`src/rtl/axis_uart_pkg.sv`:
```
// Shared definitions for the packetised AXI-Stream UART transmitter:
// FSM state encoding, parity selections and the baud divider helper.
package axis_uart_pkg;

  typedef enum logic [2:0] {
    S_IDLE   = 3'd0,
    S_START  = 3'd1,
    S_DATA   = 3'd2,
    S_PARITY = 3'd3,
    S_STOP   = 3'd4,
    S_GAP    = 3'd5
  } tx_state_t;

  localparam int PARITY_NONE = 0;
  localparam int PARITY_EVEN = 1;
  localparam int PARITY_ODD  = 2;

  // Rounded clk cycles per line bit.
  function automatic int calc_div(input int clk_rate, input int baud);
    return (clk_rate + baud / 2) / baud;
  endfunction

endpackage

```
`src/rtl/uart_pkt_fifo.sv`:
```
// Synchronous first-word-fall-through FIFO holding {last, data} entries.
// Writes when full and reads when empty are ignored.
module uart_pkt_fifo #(
  parameter int WIDTH = 9,
  parameter int DEPTH = 16
) (
  input  logic                     i_clk,
  input  logic                     i_rst_n,
  input  logic                     i_wr_en,
  input  logic [WIDTH-1:0]         i_wr_data,
  input  logic                     i_rd_en,
  output logic [WIDTH-1:0]         o_rd_data,
  output logic                     o_full,
  output logic                     o_empty,
  output logic [$clog2(DEPTH):0]   o_level
);

  localparam int AW = $clog2(DEPTH);

  logic [WIDTH-1:0] r_mem [DEPTH];
  logic [AW-1:0]    r_wr_ptr;
  logic [AW-1:0]    r_rd_ptr;
  logic [AW:0]      r_level;
  logic             w_wr;
  logic             w_rd;

  assign o_full    = (r_level == (AW+1)'(DEPTH));
  assign o_empty   = (r_level == '0);
  assign o_level   = r_level;
  assign o_rd_data = r_mem[r_rd_ptr];
  assign w_wr      = i_wr_en && !o_full;
  assign w_rd      = i_rd_en && !o_empty;

  // Storage is not reset; occupancy alone defines what is valid.
  always_ff @(posedge i_clk) begin
    if (w_wr) r_mem[r_wr_ptr] <= i_wr_data;
  end

  always_ff @(posedge i_clk or negedge i_rst_n) begin
    if (!i_rst_n) begin
      r_wr_ptr <= '0;
      r_rd_ptr <= '0;
      r_level  <= '0;
    end else begin
      if (w_wr) r_wr_ptr <= r_wr_ptr + AW'(1);
      if (w_rd) r_rd_ptr <= r_rd_ptr + AW'(1);
      case ({w_wr, w_rd})
        2'b10:   r_level <= r_level + (AW+1)'(1);
        2'b01:   r_level <= r_level - (AW+1)'(1);
        default: r_level <= r_level;
      endcase
    end
  end

endmodule

```
`src/rtl/axis_uart_tx_pkt.sv`:
```
// AXI-Stream to UART transmitter with a packet FIFO, optional packet hold
// and idle gap after each end-of-packet byte.
//   state  | meaning
//   IDLE   | line high, pops the head entry when eligible
//   START  | start bit (0)
//   DATA   | DATA_BITS data bits, LSB first
//   PARITY | even/odd parity bit (skipped when none)
//   STOP   | stop bit(s), line high
//   GAP    | idle bit-times after a last byte
module axis_uart_tx_pkt
  import axis_uart_pkg::*;
#(
  parameter int DATA_BITS  = 8,
  parameter int FIFO_DEPTH = 16,
  parameter int CLK_RATE   = 100000000,
  parameter int BAUD       = 115200,
  parameter int PARITY     = 0,
  parameter int STOP_BITS  = 1,
  parameter int PKT_MODE   = 0,
  parameter int GAP_BITS   = 0
) (
  input  logic                          clk,
  input  logic                          rst,
  input  logic [DATA_BITS-1:0]          s_axis_data,
  input  logic                          s_axis_valid,
  input  logic                          s_axis_last,
  output logic                          s_axis_ready,
  output logic                          uart_tx,
  output logic [$clog2(FIFO_DEPTH):0]   fifo_level,
  output logic                          tx_busy
);

  localparam int DIV      = calc_div(CLK_RATE, BAUD);
  localparam int LW       = $clog2(FIFO_DEPTH) + 1;
  localparam int BW       = $clog2(DATA_BITS);
  localparam int MAX_MULT = (GAP_BITS > STOP_BITS) ? GAP_BITS : STOP_BITS;
  localparam int CNT_W    = $clog2(MAX_MULT * DIV + 1);
  localparam logic [CNT_W-1:0] C_BIT  = CNT_W'(DIV - 1);
  localparam logic [CNT_W-1:0] C_STOP = CNT_W'(STOP_BITS * DIV - 1);
  localparam logic [CNT_W-1:0] C_GAP  = (GAP_BITS > 0) ? CNT_W'(GAP_BITS * DIV - 1) : '0;

  tx_state_t            r_state;
  tx_state_t            w_state_nxt;
  logic [CNT_W-1:0]     r_baud;
  logic [CNT_W-1:0]     w_baud_nxt;
  logic [BW-1:0]        r_bit;
  logic [BW-1:0]        w_bit_nxt;
  logic [DATA_BITS-1:0] r_shift;
  logic [DATA_BITS-1:0] w_shift_nxt;
  logic                 r_par;
  logic                 w_par_nxt;
  logic                 r_last;
  logic                 w_last_nxt;
  logic                 r_tx;
  logic                 w_tx_nxt;
  logic                 r_rdy_en;
  logic [LW-1:0]        r_pkt_cnt;

  logic                 w_pop;
  logic                 w_wr;
  logic                 w_full;
  logic                 w_empty;
  logic                 w_eligible;
  logic                 w_tc;
  logic [DATA_BITS:0]   w_head;
  logic [LW-1:0]        w_level;

  uart_pkt_fifo #(
    .WIDTH (DATA_BITS + 1),
    .DEPTH (FIFO_DEPTH)
  ) u_fifo (
    .i_clk     (clk),
    .i_rst_n   (rst),
    .i_wr_en   (w_wr),
    .i_wr_data ({s_axis_last, s_axis_data}),
    .i_rd_en   (w_pop),
    .o_rd_data (w_head),
    .o_full    (w_full),
    .o_empty   (w_empty),
    .o_level   (w_level)
  );

  assign s_axis_ready = r_rdy_en && !w_full;
  assign w_wr         = s_axis_valid && s_axis_ready;
  assign fifo_level   = w_level;
  assign uart_tx      = r_tx;
  assign tx_busy      = (r_state != S_IDLE);
  assign w_tc         = (r_baud == '0);

  // A full FIFO with no complete packet would otherwise never drain.
  assign w_eligible = !w_empty &&
                      ((PKT_MODE == 0) || (r_pkt_cnt != '0) || w_full);

  always_ff @(posedge clk or negedge rst) begin
    if (!rst) r_state <= S_IDLE;
    else      r_state <= w_state_nxt;
  end

  always_comb begin
    w_state_nxt = r_state;
    w_baud_nxt  = w_tc ? r_baud : r_baud - CNT_W'(1);
    w_bit_nxt   = r_bit;
    w_shift_nxt = r_shift;
    w_par_nxt   = r_par;
    w_last_nxt  = r_last;
    w_tx_nxt    = r_tx;
    w_pop       = 1'b0;
    case (r_state)
      S_IDLE: begin
        w_tx_nxt = 1'b1;
        if (w_eligible) begin
          w_pop       = 1'b1;
          w_state_nxt = S_START;
          w_baud_nxt  = C_BIT;
          w_tx_nxt    = 1'b0;
          w_shift_nxt = w_head[DATA_BITS-1:0];
          w_last_nxt  = w_head[DATA_BITS];
          w_par_nxt   = (^w_head[DATA_BITS-1:0]) ^ (PARITY == PARITY_ODD);
        end
      end
      S_START: begin
        if (w_tc) begin
          w_state_nxt = S_DATA;
          w_baud_nxt  = C_BIT;
          w_bit_nxt   = '0;
          w_tx_nxt    = r_shift[0];
        end
      end
      S_DATA: begin
        if (w_tc) begin
          if (r_bit == BW'(DATA_BITS - 1)) begin
            if (PARITY != PARITY_NONE) begin
              w_state_nxt = S_PARITY;
              w_baud_nxt  = C_BIT;
              w_tx_nxt    = r_par;
            end else begin
              w_state_nxt = S_STOP;
              w_baud_nxt  = C_STOP;
              w_tx_nxt    = 1'b1;
            end
          end else begin
            w_bit_nxt   = r_bit + BW'(1);
            w_shift_nxt = r_shift >> 1;
            w_baud_nxt  = C_BIT;
            w_tx_nxt    = r_shift[1];
          end
        end
      end
      S_PARITY: begin
        if (w_tc) begin
          w_state_nxt = S_STOP;
          w_baud_nxt  = C_STOP;
          w_tx_nxt    = 1'b1;
        end
      end
      S_STOP: begin
        w_tx_nxt = 1'b1;
        if (w_tc) begin
          if (r_last && (GAP_BITS > 0)) begin
            w_state_nxt = S_GAP;
            w_baud_nxt  = C_GAP;
          end else begin
            w_state_nxt = S_IDLE;
          end
        end
      end
      S_GAP: begin
        w_tx_nxt = 1'b1;
        if (w_tc) w_state_nxt = S_IDLE;
      end
      default: begin
        w_state_nxt = S_IDLE;
        w_tx_nxt    = 1'b1;
      end
    endcase
  end

  always_ff @(posedge clk or negedge rst) begin
    if (!rst) begin
      r_baud    <= '0;
      r_bit     <= '0;
      r_shift   <= '0;
      r_par     <= 1'b0;
      r_last    <= 1'b0;
      r_tx      <= 1'b1;
      r_rdy_en  <= 1'b0;
      r_pkt_cnt <= '0;
    end else begin
      r_baud   <= w_baud_nxt;
      r_bit    <= w_bit_nxt;
      r_shift  <= w_shift_nxt;
      r_par    <= w_par_nxt;
      r_last   <= w_last_nxt;
      r_tx     <= w_tx_nxt;
      r_rdy_en <= 1'b1;
      case ({w_wr && s_axis_last, w_pop && w_head[DATA_BITS]})
        2'b10:   r_pkt_cnt <= r_pkt_cnt + LW'(1);
        2'b01:   r_pkt_cnt <= r_pkt_cnt - LW'(1);
        default: r_pkt_cnt <= r_pkt_cnt;
      endcase
    end
  end

endmodule

```
`config.mk`:
```
export PLATFORM = sky130hd
export DESIGN_NAME = axis_uart_tx_pkt
export DESIGN_NICKNAME = d
export VERILOG_FILES = /design/src/rtl/axis_uart_pkg.sv /design/src/rtl/uart_pkt_fifo.sv /design/src/rtl/axis_uart_tx_pkt.sv
export SDC_FILE = /design/constraint.sdc
export NUM_CORES = 1
export LEC_CHECK = 0
export CORE_ASPECT_RATIO = 0.7
export CORE_MARGIN = 3
export CORE_UTILIZATION = 58
export CTS_CLUSTER_DIAMETER = 80
export CTS_CLUSTER_SIZE = 10
export DETAILED_ROUTE_END_ITERATION = 16
export PLACE_DENSITY = 0.84
export REMOVE_ABC_BUFFERS = 1
export SKIP_CTS_REPAIR_TIMING = 1
export SYNTH_ARGS = -nofsm -noshare
export SYNTH_HDL_FRONTEND = slang
export SYNTH_SLANG_ARGS = --single-unit
```
`constraint.sdc`:
```
create_clock -name clk -period 5.5 [get_ports clk]
set_input_delay 1.375 -clock clk [delete_from_list [all_inputs] [get_ports clk]]
set_output_delay 1.375 -clock clk [all_outputs]
set_load 0.005 [all_outputs]
```
== Word level (Yosys, flattened, before mapping) ==
Memories as Yosys holds them, arrays and structs flattened.
Cells that the tools add are included.
W data, S select, Z words.

* Flip-flop bits (word level): 39
* Bits in latches: 0
* Memory bits (writable): 144
* Memory bits (read-only): 0
* Output and inout bits: 8
* Logic and storage cells: 80
* Memories kept: 1

{| class="wikitable"
|+ Memory list
! name !! words !! width !! read ports !! clocked after Yosys merged registers in !! write ports !! RTL line !! RTL
|-
| u_fifo.r_mem || 16 || 9 || 1 || 0 || 1 || uart_pkt_fifo.sv:20 || <nowiki>logic [WIDTH-1:0] r_mem [DEPTH];</nowiki>
|}

* Add/sub/neg operators: 6
* Multiply operators: 0
* Divide/modulo/power cells: 0
* $lt $le $gt $ge: 0
* Eq/ne operators: 16
* Shift-type cells: 0
* Multiplexer cells: 29
* Bitwise operators: 0
* Reductions and logical operators: 19

{| class="wikitable"
|+ Operators by type and width
! kind !! count
|-
| $mux W10 || 3
|-
| $mux W3 || 8
|-
| $mux W8 || 3
|-
| $pmux W10 S2 || 1
|-
| $pmux W8 S2 || 1
|-
| $pmux W3 S5 || 1
|-
| $ne A2 B2 Y1 const B || 6
|-
| $logic_not A10 Y1 || 1
|-
| $pmux W5 S2 || 1
|-
| $sub A10 B1 Y10 const B || 1
|-
| $eq A3 B3 Y1 const B || 3
|-
| $mux W1 || 9
|-
| $add A4 B1 Y4 const B || 2
|-
| $reduce_and A4 Y1 || 2
|-
| $eq A3 B2 Y1 const B || 2
|-
| $pmux W3 S2 || 1
|-
| $reduce_and A6 Y1 || 1
|-
| $reduce_bool A2 Y1 || 3
|-
| $add A5 B1 Y5 const B || 1
|-
| $eq A5 B5 Y1 const B || 1
|-
| $logic_not A5 Y1 || 1
|-
| $sub A5 B1 Y5 const B || 1
|-
| $logic_and A1 B1 Y1 || 4
|-
| $pmux W1 S4 || 1
|-
| 11 further kinds || 12
|}

== Logic depth before layout (Yosys ltp) ==
Gate-level depths: netlist (run 1).

* Depth after elaboration: 7
* Gate-level depth with buffers: 15
* Gate-level depth less buffers: 12

== By module ==
A second synthesis (run 1) with hierarchy kept.

* Cell total of the unflattened synthesis: 493
* Area, all modules: 7,868.8 µm²

{| class="wikitable"
|+ Modules (own cells, without submodules)
! module !! instances !! cells an instance !! area each (µm²) !! seq. area each (µm²)
|-
| uart_pkt_fifo || 1 || 361 || 6,416.2 || 4,649.5
|-
| axis_uart_tx_pkt || 1 || 132 || 1,452.6 || 651.9
|}

== Worst setup path after synthesis (run 1) ==
Ideal clock, no wire load.

* Kind: input to register
* From: input port s_axis_valid
* To: register u_fifo.r_level[4] (netlist: u_fifo.o_level[4])
* Library setup time: 80 ps
* Arrival: 3,266 ps
* Required time: 5,420 ps
* Setup slack: 2,154 ps
* Stages on the path: 12
* Buffers on the path: 2
* Cells stage by stage: and2_1 > clkbuf_1 > inv_1 > ha_1 > clkbuf_1 > xor2_1 > ha_1 > inv_1 > o21ai_0 > a21o_1 > a221oi_1 > xnor2_1

* Word-level cells in the longest chain between the ends: 4
* Elaborated cells on any way between the ends: 6
* Those cells by class: 2 x eq/ne; 1 x mux; 3 x reduce/logical

{| class="wikitable"
|+ RTL lines
! item !! RTL line !! RTL
|-
| start: declaration || axis_uart_tx_pkt.sv:25 || <nowiki>input logic s_axis_valid,</nowiki>
|-
| $logic_and A1 B1 Y1 (*) || axis_uart_tx_pkt.sv:84 || <nowiki>assign w_wr = s_axis_valid && s_axis_ready;</nowiki>
|-
| $logic_and A1 B1 Y1 (*) || uart_pkt_fifo.sv:31 || <nowiki>assign w_wr = i_wr_en && !o_full;</nowiki>
|-
| $eq A2 B1 Y1 / $eq A2 B2 Y1 (equally long branches) || uart_pkt_fifo.sv:47 || <nowiki>case ({w_wr, w_rd})</nowiki>
|-
| $pmux W5 S2 / $reduce_bool A2 Y1 (equally long branches) || n/a ||
|-
| end signal: assignment || uart_pkt_fifo.sv:48 || <nowiki>2'b10: r_level <= r_level + (AW+1)'(1);</nowiki>
|-
| end signal: assignment || uart_pkt_fifo.sv:49 || <nowiki>2'b01: r_level <= r_level - (AW+1)'(1);</nowiki>
|-
| end signal: assignment || uart_pkt_fifo.sv:50 || <nowiki>default: r_level <= r_level;</nowiki>
|-
| end: declaration || uart_pkt_fifo.sv:23 || <nowiki>logic [AW:0] r_level;</nowiki>
|}

Every way passes the cells marked *; elsewhere a longest branch is shown, timed or not.
A chain may end at the register's enable or synchronous reset.

== Final worst setup path (run 1) ==
Ends and elaborated chain as after synthesis.

==> summary by stage, run 1 <==
STA
The maximum achievable frequency is 287 MHz. The final number of max-transition violations is 0. The transition at the pin with the smallest max-transition slack is ~1.2 ns.

Setup repair after global routing left no endpoint under its margin. Setup violations remaining at the end of the flow were counted as 0. Headroom to the max-slew limit came out at 0.225.

The final worst clock skew is 0.00903 ns. The worst path in the final design needs a cycle of roughly 3.5 ns, including I/O delays and setup. Summed over all failing endpoints, the final setup total negative slack is 0 ns. The hold violation total from the final report is 0. In the finished design, the share of the clock period the worst path needs comes to 0.633.

Setup slack closes at 2.02 ns.

CTS
Clock tree synthesis selected as its root buffer the cell clkbuf_16. At the later pin of the worst-skew pair, clock insertion delay measures 0.43 ns. The largest buffer count on any clock path is 2. The number of buffers added by the clock tree synthesis step is 17.

The register clock-pin slew on the reported worst setup and hold paths is 0.06 ns. The clock net sink count is 167. The deepest level of the CTS H-tree is 4. The clock tree from TritonCTS is built.

Power
For this design the static power due to leakage is 2.73 nW. The cell area power density is 369 nW/um2. The maximum VDD drop is 295 uV.

Synthesis
After technology mapping, the gate count stands at 431. The flop and latch count out of synthesis is ~170. The number of library cell types mapped by synthesis is 48.

The Yosys step of the flow raised 0 warnings. The mean instance size in the synthesized netlist is approximately 16 um2. The register area share after synthesis is 0.693. The number of enable-type register cells in the synthesized netlist is 128.

In the synthesized netlist the async set-or-reset flop fraction comes to 0.234. In the synthesized netlist the dominant register cell turns out to be edfxtp_1. The cell area that synthesis handed to floorplanning was 6950 um2.

Placement
After detailed placement, the total cell area comes to between 7000 and 8000 um2. At the placement stage, the worst setup path has a slack of between 1.5 and 2 ns. During placement, the flow inserted port buffers numbering 18. At the end of routability-driven placement, the weighted congestion stood at 0.801. The wire-length estimate of the detail-placed layout is 8.50 mm.

Worst setup path
The required time of the worst setup path is 5.84 ns. The worst setup path is captured at a register. Traced cell by cell, the critical path runs through clkdlybuf4s50_1 -> and2_1 -> inv_1 -> ha_1 -> xor2_1 -> ha_1 -> inv_1 -> o21ai_0 -> a21o_1 -> a221oi_1 -> xnor2_1. Of all nets on the critical path, the largest fanout is 8. The largest individual stage delay along the critical path comes from the cell clkdlybuf4s50_1.

The delay of the slowest critical-path stage is 0.44 ns. In this run the worst setup path begins at s_axis_valid. The launching element type of the critical path is a primary input.

The data arrival time of the critical path is 3.82 ns. The critical path class is in2reg. In this run the critical register-to-register path is launched from u_fifo.o_level[1]$_DFFE_PN0P_.

Die
The initial standard-cell utilization of the core is 0.614. The core region is ~11000 um2. The die covers 13400 um2. The initialized floorplan defines 32 standard-cell rows. The height of the die is between 90 and 100 um.

The number of placed I/O pins is 20. The die outline width is 137 um.

Routing
The number of DRC markers in iteration 0 is ~370. For this block, the routed nets add up to 13.2 mm of wire. In the final routed layout, each cell accounts on average for between 20 and 25 um.

In the routed design, unresolved DRC markers number 0. The post-route antenna net violation count is 0. The average vias per placed instance is between 6 and 7. The first detailed-routing pass ran for 5 iterations. Across all layers, the routed design uses 3766 vias.

Outcome
The run finished with clean final reports.

GRT
For this run, the total global-route usage over all layers was measured as 0.218. The first-pass GRT wire length is around 21 mm. For this run the aggregate overflow at the end of global routing stands at 0. Entering global routing, the biggest net connects 40 pins. The initial antenna violation count is 0.

The via count of the first global-routing pass is 3800.

Cells and area
The final standard cell area without fillers is 7820 um2. The net count of the finished layout is 475. The area growth from synthesis to layout is 12.4%.

The most common library cell in the layout ignoring fill and taps is edfxtp_1. In the layout the commonest cells are 128 x edfxtp_1, 37 x dfrtp_1, 32 x mux4_2. Of the cells placed in the final design, the portion with a size suffix greater than 1 is 0.173. 0 antenna diodes ended up in the layout.

Flow run
The total of max-cap violations is 0.

Worst hold path
The start point of the worst min-delay path is r_bit[2]$_DFFE_PN0P_. In this run the worst hold path is classified as reg2reg.
## logic make-up after synthesis
group | synth area share
buf+inv | 0.0171
xor+xnor | 0.0202
other cells | 0.000539
simple gates | 0.0761
mux | 0.110
compound gates | 0.0592
fa+ha+maj | 0.0234
flops | 0.693
## registers in the layout, indices dropped and copies added (netlist names)
signal	count
r_state	3
u_fifo.o_level	5
u_fifo.r_rd_ptr	4
u_fifo.r_mem	128
r_bit	3
r_baud	10
u_fifo.r_wr_ptr	4
r_shift	8
r_rdy_en	1
uart_tx	1
## per-layer routing
metal | wire length (um) | GRT usage | up-vias | part of all wire
met3 | 795 | 0.0424 | 15 | 0.060
met5 | 0 | 0 | - | 0
li1 | - | - | 1690 | -
met2 | 6390 | 0.313 | 114 | 0.48
met1 | 5890 | 0.342 | 1947 | 0.45
met4 | 136 | 0.0698 | 0 | 0.010
## final timing paths
check / slack, ns / end / depth (start not counted)
max: 2.02 / u_fifo.o_level[4]$_DFFE_PN0P_ / 11
min: 0.50 / r_bit[2]$_DFFE_PN0P_ / 2
max reg2reg: 2.24 / u_fifo.o_level[4]$_DFFE_PN0P_ / 12
min reg2reg: 0.50 / r_bit[2]$_DFFE_PN0P_ / 2
max in group asynchronous: 3.85 / u_fifo.r_rd_ptr[0]$_DFFE_PN0P_ / 1
min in group asynchronous: 1.06 / r_state[1]$_DFFE_PN0P_ / 1
## worst max-delay path: cells and delay by family
family | cells | cell delay (ns)
buf+inv | 3 | 0.67
xor+xnor | 2 | 0.34
compound gates | 3 | 0.59
fa+ha+maj | 2 | 0.55
simple gates | 1 | 0.30
## layout make-up
cell class,instances,area [um2]
Sequential cell,167,4820
Fill cell,717,3510
Multi-Input combinational cell,234,2010
Clock buffer,20,437
Timing Repair Buffer,21,198
Tap cell,153,191
Clock inverter,12,123
Inverter,9,33.8
## report_power, final
| group | internal [mW] | switching (mW) | total [mW] |
|---|---|---|---|
| combinational | 0.115 | 0.139 | 0.253 |
| sequential | 1.44 | 0.0602 | 1.50 |
| clock | 0.631 | 0.496 | 1.13 |
## cell usage after synthesis, drive strengths merged (5+ instances only)
| master | count | area [um2] |
|---|---|---|
| a21oi | 25 | 125 |
| and2 | 17 | 106 |
| buf | 5 | 25.0 |
| clkbuf | 16 | 60.1 |
| dfrtp | 38 | 951 |
| edfxtp | 128 | 3840 |
| ha | 13 | 163 |
| inv | 9 | 33.8 |
| mux4 | 32 | 721 |
| nand2 | 19 | 71.3 |
| nor2 | 23 | 86.3 |
| nor3 | 11 | 71.3 |
| o21ai | 15 | 75.1 |
| o22ai | 14 | 87.6 |
| xnor2 | 10 | 87.6 |
| xor2 | 6 | 52.6 |
## metrics by stage
| stage | cells | power (mW) | utilization | hold slack [ns] |
|---|---|---|---|---|
| 2_1_floorplan | 410 | 1.65 | - | 0.460 |
| 3_3_place_gp | 584 | 1.76 | 0.640 | 0.476 |
| 3_5_place_dp | 584 | 1.78 | 0.640 | 0.496 |
| 4_1_cts | 616 | 2.90 | 0.690 | 0.510 |
| 5_1_grt | 616 | 3.00 | 0.690 | 0.555 |
| 6_report | 616 | 2.88 | 0.690 | 0.503 |
(Power assumes the default switching activity.)
==> run 2, diff against run 1 <==
clock period = 3.4 ns   (was 5.5 ns; I/O delays follow)
==> summary by stage, run 2 (synthesis gave the netlist of run 1 again) <==
Worst hold path
The tightest min-delay check is of the reg2reg type.

Routing
The detailed-route wire length per cell is roughly 22 um. Wires add up to 13.5 mm. For this block, the via count after detailed routing is 3769. The average vias per placed instance is 6.10.

The first TritonRoute pass finished after 5 iterations. In this run the remaining antenna-violating nets after routing total 0. In the routed design, unresolved DRC markers number 0.

After the first detailed-routing iteration, the DRC count stood at 407.

GRT
In the global route stage, met3 resource usage came out at 0.0663. The fraction of met2 tracks used by global routing is 0.315. In the global route stage, met1 resource usage came out at 0.328. Entering global routing, the biggest net connects 40 pins. met1 is the most crowded layer. The initial antenna violation count is 1. The via count of the first global-routing pass came to approximately 3.9k. Across every metal layer, demand over resource in global routing totals 0.220.

The first-pass GRT wire length is 21.3 mm. The final global-route overflow total is 0.

STA
The final setup violation count is 0. The fraction of the cycle the final worst path needs is 0.946. Between clock sinks in the finished design, the worst skew comes to 0.00783 ns.

Setup repair after global routing left no endpoint under its margin. For the pin with the worst max-slew slack, the measured transition is 0.870 ns. Headroom to the max-slew limit came out at 0.420. Timing would allow up to 311 MHz. The final number of max-transition violations is 0.

Final hold analysis gives a worst-case slack of 0.508 ns. Summed over all failing endpoints, the final setup total negative slack is 0 ns. The final critical-path required period is 3.22 ns. The hold violation total from the final report is 0. The setup slack after layout is approximately 0.18 ns.

Worst setup path
Data arrives at the worst endpoint at 3.56 ns. The worst setup path is launched from a register. Along the worst path, the maximum fanout reaches 8. The worst setup slack for register-to-register paths is 0.18 ns. For the worst setup path, the data required time is approximately 3.8 ns.

The critical path class is reg2reg. The endpoint class of the critical path is a register.

Die
The floorplan step defined a core boundary enclosing 11300 um2. The area of the die is about 13000 um2. From bottom edge to top edge, the die measures 97.6 um. The die outline width is 137 um. Pin placement for this block handled 20 I/O pins. Row generation in the floorplan step produced 32 rows. The initial standard-cell utilization of the core is 0.614.

Cells and area
The register with the most flip-flops in the layout has 128 of them. Leaving out fill and tap cells, the most frequent cells in the layout are 128 x edfxtp_1, 37 x dfrtp_1, 32 x mux4_2. In the final layout, the registers with the most flip-flops are u_fifo.r_mem: 128 flops, r_baud: 10 flops, r_shift: 8 flops.

The fraction of final layout cells sized beyond drive strength 1 is 0.183. For this run, the post-layout net count is 477. Counting flops per register, the top entry is u_fifo.r_mem. 0 antenna diodes ended up in the layout. The number of filler cells placed in the layout is 686.

The final core utilization is 0.695. The most common library cell in the layout ignoring fill and taps is edfxtp_1. From synthesis to final layout, the design area changed by 13.3%.

CTS
The deepest level of the CTS H-tree is 4. TritonCTS built the clock tree. Clock-pin slew was measured on the worst setup and hold paths at 0.07 ns. The clock net sink count is 167.

The clock insertion delay at the later pin of the skew report is 0.43 ns. The largest buffer count on any clock path is 2. The root buffer cell chosen for the clock tree is clkbuf_16. The number of buffers added by the clock tree synthesis step is 17.

Outcome
The run finished with clean final reports.

Placement
Once detailed placement completed, the half-perimeter wirelength came to approximately 8.4 mm. The pre-CTS setup slack is 0.143 ns. During placement, the flow inserted port buffers numbering 18. At the end of routability-driven placement, the weighted congestion stood at 0.803.

Flow run
Across the run, the number of max-cap violations was 0.

Power
Across the VDD grid, the largest voltage drop is 420 uV. For this design the ratio of total power to cell area is 598 nW/um2. In this run the static leakage power is between 2 and 3 nW.
==> run 2: cell count changes in the layout (fill, tap and decap cells not counted), moves of 2 or more <==
cell        before  now
inv_8            1    5
clkbuf_1         3    0
clkinv_8         0    3
clkinvlp_4       5    3
==> run 2: worst paths after layout <==
kind                                          startpoint                             end  cells past startpoint
setup / recovery           u_fifo.o_level[1]$_DFFE_PN0P_   u_fifo.o_level[4]$_DFFE_PN0P_                     12
hold / removal                      r_bit[1]$_DFFE_PN0P_            r_bit[1]$_DFFE_PN0P_                      2
setup reg to reg           u_fifo.o_level[1]$_DFFE_PN0P_   u_fifo.o_level[4]$_DFFE_PN0P_                     12
hold reg to reg                     r_bit[1]$_DFFE_PN0P_            r_bit[1]$_DFFE_PN0P_                      2
max in group asynchronous                            rst  u_fifo.r_rd_ptr[0]$_DFFE_PN0P_                      1
min in group asynchronous                            rst             r_baud[9]$_DFF_PN0_                      1
==> run 2: through the flow <==
step | std cells | cell area (um2) | power (mW)
final | 618 | 7870 | 4.71
after global routing | 618 | 7870 | 4.90
after floorplan | 410 | 6870 | 2.68
after detailed placement | 586 | 7280 | 2.89
after global placement | 586 | 7280 | 2.85
after CTS | 618 | 7870 | 4.72
==> run 2: power by group <==
group | internal (mW) | switching (mW) | leakage (nW)
clock | 0.978 | 0.876 | 0.276
combinational | 0.189 | 0.227 | 0.881
sequential | 2.33 | 0.108 | 1.61
==> run 2: routing by layer <==
metal  wire length (um)  share of wire
met1               5870           0.43
met2               6290           0.47
met3               1090          0.081
met4                249          0.018
met5                  0              0
==> run 2: worst max-delay path: stages, from the launching register on <==
cell,delay [ns]
dfrtp_1,0.48
nor4_2,0.48
a21boi_0,0.18
and2_1,0.21
inv_1,0.15
ha_1,0.37
xor2_1,0.12
ha_1,0.24
inv_1,0.06
o21ai_0,0.07
a21o_1,0.19
a221oi_1,0.41
xnor2_1,0.17
==> run 2: layout make-up <==
cell class,count,area (um2),area share
Sequential cell,167,4820,0.612
Multi-Input combinational cell,234,2020,0.256
Clock buffer,17,425,0.0540
Timing Repair Buffer,23,225,0.0286
Tap cell,153,191,0.0243
Clock inverter,15,158,0.0200
Inverter,9,33.8,0.00429
==> run 3, diff against run 2 <==
PLACE_DENSITY = 0.81   (was 0.84)
==> summary by stage, run 3 (synthesis gave the netlist of run 1 again) <==
Placement
The routability congestion estimate is 0.811. The total instance count after detailed placement is between 500 and 600. Input and output buffers added on the ports amount to 18. The HPWL reported at the end of detailed placement is 8.79 mm. The cell area after placement is 7290 um2. OpenSTA, run right after detailed placement, puts the worst setup slack at 0.331 ns.

GRT
In the global route stage, overall resource usage came out at 0.220. The layer flagged by global routing as most heavily used is met1. Summed over all layers, the global routing overflow is 0. In the global route stage, met1 resource usage came out at 0.340. The first global-routing pass estimated 21.5 mm of wire. The initial antenna violation count came to 0. For met3 alone, demand over resource in global routing was 0.0502. The via count of the first global-routing pass is 3785. The fraction of met2 tracks used by global routing is 0.317.

The pin count of the biggest net entering global routing is 40.

Outcome
The run finished with clean final reports.

STA
The hold violation total from the final report is 0. On the final layout, the worst clock skew is ~0.010 ns. The final number of max-transition violations is 0. Setup violations remaining at the end of the flow were counted as 0. The worst max-slew margin expressed relative to the limit is 0.403. For the pin with the worst max-slew slack, the measured transition is between 0.8 and 0.9 ns.

The worst path needs 3.09 ns of the cycle, external delays included. Derived from the worst setup path, the maximum achievable clock frequency is 324 MHz. The fraction of the cycle the final worst path needs is 0.909. The summed negative setup slack over all endpoints is 0 ns. Setup repair after global routing left no endpoint under its margin.

The setup slack after layout is 0.311 ns.

Worst setup path
The dominant delay contributor by cell family on the critical path is compound AO/OA/AOI/OAI gates. The data arrival time of the critical path is between 3 and 4 ns. In this run the worst path has a maximum fanout of 8.

At the worst endpoint, the required time is 3.74 ns. The buffers plus inverters on the worst setup path is 2. The largest single stage delay on the critical path is 0.57 ns.

The slowest stage of the critical path is the nor4_1 cell. Traced cell by cell, the critical path runs through nor4_1 -> a21boi_0 -> and2_1 -> inv_1 -> ha_1 -> xor2_1 -> ha_1 -> inv_1 -> o21ai_0 -> a21o_1 -> a221oi_1 -> xnor2_1. The launching element type of the critical path is a register. The endpoint class of the critical path is a register. The critical path class is reg2reg.

Power
The leakage power summed over all cells is 2.78 nW. The relative contribution of sequential cells to total power is 0.519. The total internal power is around 3.5 mW. Of the total power, combinational logic draws 0.088. In this run the power density over the cells is 596 nW/um2. The net switching share of the total power is 0.253. The share of total power dissipated in the clock network is 0.394. The maximum VDD drop is about 450 uV. The analysis attributes to net switching a power of 1.19 mW.

Routing
Dividing the detail-routed wire length by the instance count gives 22.1 um. The remaining routing DRC violations is 0. The number of iterations in the first detailed-routing pass is 5. Dividing the detail-routed via count by the number of cells gives roughly 6. For this block, the routed nets add up to 13.7 mm of wire.

The count of nets left with antenna violations once routing finished came out at 0. The number of vias in the routed layout is 3808. The first routing iteration left 389 violations.

CTS
The root buffer cell chosen for the clock tree is clkbuf_16. TritonCTS built the clock tree. Counting the buffers created by CTS gives 17. The largest buffer count on any clock path is 2. The clock net sink count is 167. The clock insertion delay at the later pin of the skew report is about 0.42 ns. The deepest level of the CTS H-tree is 4. After clock tree synthesis, the clock-pin slew on the worst setup and hold paths is 0.07 ns.

Die
The core region is 11300 um2. For this configuration, the core starts out at a cell density of 0.614. The die covers approximately 13000 um2. During I/O placement, the number of pins put on the boundary was 20. The die is 97.6 um tall. The die outline width is 137 um. The floorplan has 32 rows.

Cells and area
The top cell types in the final layout, fill and taps aside, are 128 x edfxtp_1, 37 x dfrtp_1, 32 x mux4_2. Summing all multi-input logic gate instances after layout gives 2010 um2. The largest register by flop count is u_fifo.r_mem. The net count of the finished layout is 479. The number of non-filler instances in the completed layout is 620.

The fraction of final layout cells sized beyond drive strength 1 is 0.186. The number of flip-flops under the largest register name is ~130. Leaving out fill and tap cells, the most frequent cell in the layout is edfxtp_1. The number of antenna diodes in the final layout is 0. The finished cells cover 7870 um2. Counting the fill cells in the layout gives approximately 720.

The largest registers in the layout are u_fifo.r_mem: 128 flops, r_baud: 10 flops, r_shift: 8 flops. The area added between synthesis and finish is 13.2%. The sequential cells in the finished layout cover a total of 4820 um2.

Flow run
The tool flagged a number of max-cap violations equal to 0.

Worst hold path
In this run the worst hold path is classified as reg2reg.
## run 3: layer usage
layer	share of wire	vias up
met2	0.47	133
li1	-	1713
met1	0.46	1947
met3	0.063	15
met4	0.012	0
met5	0	-
## run 3: through the flow
step                      total power [mW]  utilization  hold slack, ns
after floorplan                       2.68            -           0.460
after global placement                2.86        0.643           0.474
after detailed placement              2.89        0.643           0.493
after CTS                             4.73        0.695           0.509
after global routing                  4.87        0.695           0.548
final                                 4.69        0.695           0.510
## run 3: path summary, 6_finish.rpt
kind | from | slack, ns | cells after the start | endpoint
setup / recovery | u_fifo.o_level[1]$_DFFE_PN0P_ | 0.31 | 12 | u_fifo.o_level[4]$_DFFE_PN0P_
max in group asynchronous | rst | 2.23 | 1 | u_fifo.r_rd_ptr[0]$_DFFE_PN0P_
hold / removal | r_bit[2]$_DFFE_PN0P_ | 0.51 | 2 | r_bit[2]$_DFFE_PN0P_
hold reg to reg | r_bit[2]$_DFFE_PN0P_ | 0.51 | 2 | r_bit[2]$_DFFE_PN0P_
setup reg to reg | u_fifo.o_level[1]$_DFFE_PN0P_ | 0.31 | 12 | u_fifo.o_level[4]$_DFFE_PN0P_
min in group asynchronous | rst | 0.55 | 1 | r_baud[7]$_DFF_PN0_
## run 3: layout make-up
| cell class | instances | area share |
|---|---|---|
| tap | 153 | 0.0243 |
| clock buffer | 17 | 0.0540 |
| sequential | 167 | 0.613 |
| timing repair buffer | 25 | 0.0289 |
| multi-input combinational | 234 | 0.256 |
| inverter | 9 | 0.00429 |
| clock inverter | 15 | 0.0202 |
## run 3: worst reg2reg max path, cell delays in order, from the launching register on
cell and delay (ns):
dfrtp_1 0.48, nor4_1 0.57, a21boi_0 0.22, and2_1 0.21
inv_1 0.16, ha_1 0.22, xor2_1 0.08, ha_1 0.22
inv_1 0.06, o21ai_0 0.07, a21o_1 0.20, a221oi_1 0.37
xnor2_1 0.16
## run 3: power groups by stage
stage | combinational [mW] | sequential [mW] | clock (mW)
final | 0.411 | 2.43 | 1.85
after global routing | 0.451 | 2.45 | 1.97
after CTS | 0.415 | 2.43 | 1.88
after detailed placement | 0.411 | 2.47 | 0
after global placement | 0.396 | 2.46 | 0
after floorplan | 0.226 | 2.45 | 0
